[config.mk]
export PLATFORM = sky130hd
export DESIGN_NAME = mem_access_stage
export DESIGN_NICKNAME = d
export VERILOG_FILES = /design/src/rtl/mem_access_stage.sv
export SDC_FILE = /design/constraint.sdc
export NUM_CORES = 1
export LEC_CHECK = 0
export ABC_AREA = 1
export CORE_ASPECT_RATIO = 0.75
export CORE_MARGIN = 10
export CORE_UTILIZATION = 40
export DETAILED_ROUTE_END_ITERATION = 7
export GPL_TIMING_DRIVEN = 0
export PLACE_DENSITY = 0.71
export SYNTH_ARGS = -nofsm -noshare
export SYNTH_HDL_FRONTEND = slang
export SYNTH_SLANG_ARGS = --single-unit
[constraint.sdc]
create_clock -name clk -period 8.3 [get_ports clk]
set_input_delay 1.66 -clock clk [delete_from_list [all_inputs] [get_ports clk]]
set_output_delay 1.66 -clock clk [all_outputs]
set_load 0.05 [all_outputs]
[src/rtl/mem_access_stage.sv]
// MEM-stage data-memory access unit with a MEM/WB result register.
// Drives a req/ack data port, lane-shifts stores, extends loads.
// Ports:
//   clk, rst            clock, async active-high reset
//   bubbleW, flushW     WB register hold / bubble
//   *_MEM               instruction fields from EX/MEM
//   mem_req/we/addr/wdata, mem_rdata/ack   data-memory port
//   mem_stall           hold request to the hazard unit
//   misalign_err        misaligned access in this cycle
//   *_WB                registered write-back outputs
module mem_access_stage #(
  parameter int ADDR_W = 32
) (
  input  logic              clk,
  input  logic              rst,
  input  logic              bubbleW,
  input  logic              flushW,
  input  logic [ADDR_W-1:0] alu_out_MEM,
  input  logic [31:0]       store_data_MEM,
  input  logic [4:0]        reg_dst_MEM,
  input  logic              wb_select_MEM,
  input  logic [2:0]        load_type_MEM,
  input  logic              reg_write_en_MEM,
  input  logic [3:0]        cache_write_en_MEM,
  output logic              mem_req,
  output logic [3:0]        mem_we,
  output logic [ADDR_W-1:0] mem_addr,
  output logic [31:0]       mem_wdata,
  input  logic [31:0]       mem_rdata,
  input  logic              mem_ack,
  output logic              mem_stall,
  output logic              misalign_err,
  output logic              reg_write_en_WB,
  output logic [4:0]        reg_dst_WB,
  output logic [31:0]       result_WB
);

  typedef enum logic [1:0] {
    IDLE,
    REQ,
    DONE
  } state_t;

  state_t      state, state_nx;
  logic [31:0] rbuf;
  logic [1:0]  off;
  logic        is_ld, is_h, is_w;
  logic        access, misal, go;
  logic [31:0] sh, ld_data, result;

  assign off = alu_out_MEM[1:0];

  always_comb begin
    is_ld = 1'b0;
    is_h  = 1'b0;
    is_w  = 1'b0;
    unique case (load_type_MEM)
      3'd1, 3'd4: is_ld = 1'b1;
      3'd2, 3'd5: begin
        is_ld = 1'b1;
        is_h  = 1'b1;
      end
      3'd3: begin
        is_ld = 1'b1;
        is_w  = 1'b1;
      end
      default: ;
    endcase
  end

  assign access = is_ld | (|cache_write_en_MEM);
  assign misal =
    ((is_h | (cache_write_en_MEM == 4'b0011)) & off[0]) |
    ((is_w | (cache_write_en_MEM == 4'b1111)) & (|off));
  assign go = (state == IDLE) & access & ~misal;

  assign mem_stall    = go | (state == REQ);
  assign misalign_err = access & misal;

  always_ff @(posedge clk or posedge rst) begin
    if (rst) state <= IDLE;
    else     state <= state_nx;
  end

  always_comb begin
    state_nx = state;
    unique case (state)
      IDLE:    if (go) state_nx = REQ;
      REQ:     if (mem_ack) state_nx = DONE;
      DONE:    state_nx = IDLE;
      default: state_nx = IDLE;
    endcase
  end

  // Port outputs are launched from IDLE and held for the whole REQ.
  always_ff @(posedge clk or posedge rst) begin
    if (rst) begin
      mem_req   <= 1'b0;
      mem_we    <= 4'b0;
      mem_addr  <= '0;
      mem_wdata <= 32'b0;
      rbuf      <= 32'b0;
    end else if (go) begin
      mem_req   <= 1'b1;
      mem_we    <= cache_write_en_MEM << off;
      mem_addr  <= {alu_out_MEM[ADDR_W-1:2], 2'b00};
      mem_wdata <= store_data_MEM << {off, 3'b000};
    end else if (state == REQ && mem_ack) begin
      mem_req <= 1'b0;
      mem_we  <= 4'b0;
      rbuf    <= mem_rdata;
    end
  end

  assign sh = rbuf >> {off, 3'b000};

  always_comb begin
    ld_data = rbuf;
    unique case (load_type_MEM)
      3'd1:    ld_data = {{24{sh[7]}}, sh[7:0]};
      3'd2:    ld_data = {{16{sh[15]}}, sh[15:0]};
      3'd4:    ld_data = {24'b0, sh[7:0]};
      3'd5:    ld_data = {16'b0, sh[15:0]};
      default: ld_data = rbuf;
    endcase
  end

  assign result = wb_select_MEM ? ld_data : alu_out_MEM[31:0];

  always_ff @(posedge clk or posedge rst) begin
    if (rst) begin
      reg_write_en_WB <= 1'b0;
      reg_dst_WB      <= 5'b0;
      result_WB       <= 32'b0;
    end else if (bubbleW) begin
      reg_write_en_WB <= reg_write_en_WB;
    end else if (flushW | mem_stall) begin
      reg_write_en_WB <= 1'b0;
      reg_dst_WB      <= 5'b0;
      result_WB       <= 32'b0;
    end else begin
      reg_write_en_WB <= reg_write_en_MEM & ~misalign_err;
      reg_dst_WB      <= reg_dst_MEM;
      result_WB       <= result;
    end
  end

endmodule

==> impl_metrics.yaml <==
critical_path:
  end_kind: "output port"
  crit_type: "primary input to output port"
  start_kind: "primary input"
  crit_required_ps: 6640
  crit_path_end: "mem_stall"
  rr_worst_depth: 5
  r2r-start: "state[1]$_DFFE_PP0P_"
  startpoint: "load_type_MEM[2]"
  reg2reg_to: "rbuf[13]$_DFFE_PP0P_"
  arrival_ps: 4110
  critPathMaxFanout: 10
  rrSetupSlack_ps: 6360
floorplanning:
  die_height_um: 135
  design.core.area_um2: 17600
  start_util_pct: 40.4
  die-area_um2: 23500
  rows: 42
  die_w_um: 174
  io_pins: 224
route:
  dr.pass1.iters: 5
  routed_wl_um: 26400
  drt-vias-per-instance: 5.07
  drc: 0
  wl_per_cell_um: 18.1
  ant_nets: 0
  vias: 7397
  drtIter0Drc: 684
timing:
  hold_violations: 0
  finalSetupViolCount: 0
  skew_ps: 10.9
  fin_crit_sh_pct: 69.6
  period_minus_slack_ps: 5770
  finalMaxSlewViolations: 0
  fin_ws_ps: 2530
  rsz0062_at_grt: "no"
  fin_setup_tns_ps: 0
  worst_slew_pin_slew_ps: 667
  fmax_mhz: 173
  hold_slack_ps: 480
  slew_headroom_pct: 55.6
pwr:
  power_density_nw_per_um2: 378
  ir_drop_mv: 0.201
  p_leak_uw: 0.00502
logic_synthesis:
  synth_common_cells: "nand2_1 (371), dfrtp_1 (139), o21ai_0 (103)"
  synth_edf_count: 0
  synth_cell_type_count: 26
  ys_async_sr_fraction_pct: 100
  ys_ff_latch: 139
  netlist_top_cells_area: "dfrtp_1 (49%), nand2_1 (20%), o21ai_0 (7.3%)"
  ys_seq_area_share_pct: 49.0
  synth_top_area_cell: "dfrtp_1"
  yosysMostFrequentCell: "nand2_1"
  synth_top_area_share_pct: 49.0
  synth_area_per_cell_um2: 7.36
  synth_area_um2: 7090
  syn_inst: 964
  synth_flop_cell: "dfrtp_1"
  synth_warnings: 0
placed_design:
  place_inst: 1426
  io_buffers: 218
  place.gp.congestion: 0.922
  dp_slack_ps: 2530
  hpwlAfterDp_um: 20600
global_route:
  grt-ovfl-total: 0
  grt_max_degree: 73
  grt_usage_pct: 22.2
  grt_pass1_wl_um: 40900
  antenna_found_initial: 1
  grt_pass1_vias: 7157
clock_tree:
  cts_buffers: 17
  cts_sinks: 139
  h-tree-depth: 4
  cts-resized-gates: 0
  cts_root_buf: "clkbuf_16"
  cts_buffer_depth: 2
  tritoncts: "yes"
  cts_setup_buffers: 0
  clk_latency_ps: 430
  hold_buffers: 0
  clkSlewWorstSetupHoldPaths_ps: 60
run_status:
  status: "finished, final reports clean"
worst_hold_path:
  hold_class: "register to register"
final_layout:
  nets: 1318
  drive_gt1_share_pct: 6.25
  instances_no_fill: 1459
  layout-area-overhead-vs-synth_pct: 44.5
flow_run:
  maxCapViolations: 0
## how the worst min path moves through the flow
stage                                    from                         to  depth (start not counted)
floorplan                 rbuf[7]$_DFFE_PP0P_        rbuf[7]$_DFFE_PP0P_                          2
global route         mem_addr[10]$_DFFE_PP0P_   mem_addr[10]$_DFFE_PP0P_                          2
global placement    result_WB[15]$_DFFE_PP0N_  result_WB[15]$_DFFE_PP0N_                          2
CTS                  mem_addr[10]$_DFFE_PP0P_   mem_addr[10]$_DFFE_PP0P_                          2
detailed placement   mem_addr[10]$_DFFE_PP0P_   mem_addr[10]$_DFFE_PP0P_                          2
finish               mem_addr[10]$_DFFE_PP0P_   mem_addr[10]$_DFFE_PP0P_                          2
## layer usage
| metal | track usage (%) | up-vias | routed length [um] |
|---|---|---|---|
| met5 | 0 | - | 0 |
| li1 | - | 3556 | - |
| met3 | 6.18 | 23 | 2310 |
| met1 | 31.6 | 3512 | 12500 |
| met2 | 32.6 | 306 | 11300 |
| met4 | 5.35 | 0 | 323 |
## where the power goes
group,switching (uW),internal [uW],leakage (uW)
combinational,1370,602,0.00294
sequential,137,948,0.00177
clock,306,514,0.000312
total,1810,2060,0.00502
## layout make-up
| type | instances | area [um2] |
|---|---|---|
| fillers | 1615 | 7300 |
| flip-flops and latches | 139 | 3480 |
| multi-input cells | 665 | 2940 |
| repair buffers | 219 | 2210 |
| clock buffers | 19 | 443 |
| inverters | 98 | 373 |
| plain buffers | 63 | 307 |
| well taps | 242 | 303 |
| clock inverters | 13 | 191 |
| diodes | 1 | 2.50 |
## registers in the layout, summed over array words and instances, names as in the netlist
signal / flops
result_WB: 32
reg_write_en_WB: 1
rbuf: 32
state: 2
mem_addr: 30
mem_wdata: 32
mem_req: 1
reg_dst_WB: 5
mem_we: 4
## logic make-up (layout without fill, tap and decap cells)
kind of cell	count (synthesis)	in the layout	share of synthesized area, %
DFF	139	139	49.0
buffers and inverters	161	412	9.51
and+or+nand+nor	487	487	28.0
other	1	3	0.0529
AOI/OAI and AO/OA	176	176	13.4
## cell usage in the layout (no fill, tap or decap), drive strengths merged
master         instances
nand2                373
clkdlybuf4s50        218
dfrtp                139
o21ai                113
inv                   98
nand3                 69
buf                   42
clkbuf                41
a21oi                 31
nor2                  25
nand4                 18
o21bai                16
clkinv                 9
a31oi                  8
o211ai                 4
bufinv                 4
o31ai                  3
nor3                   2
conb                   2
diode                  1
o22ai                  1
## per-stage QoR
stage	power [uW]	util, %	instance area, um2
CTS	3890	58.4	10200
floorplan	2320	-	7100
global route	4080	58.4	10300
detailed placement	3060	54.8	9610
global placement	3040	54.6	9580
finish	3880	58.4	10300
## critical path, cell delays in order
cell,delay [ps]
clkdlybuf4s50_1,530
nor2_1,80
nand2_1,120
nand3_1,90
nand2_1,110
nand2_2,130
nor2_4,250
nor2_4,70
buf_4,200
inv_1,60
clkdlybuf4s50_1,800
Note: power is estimated with default switching activity, not from simulation.
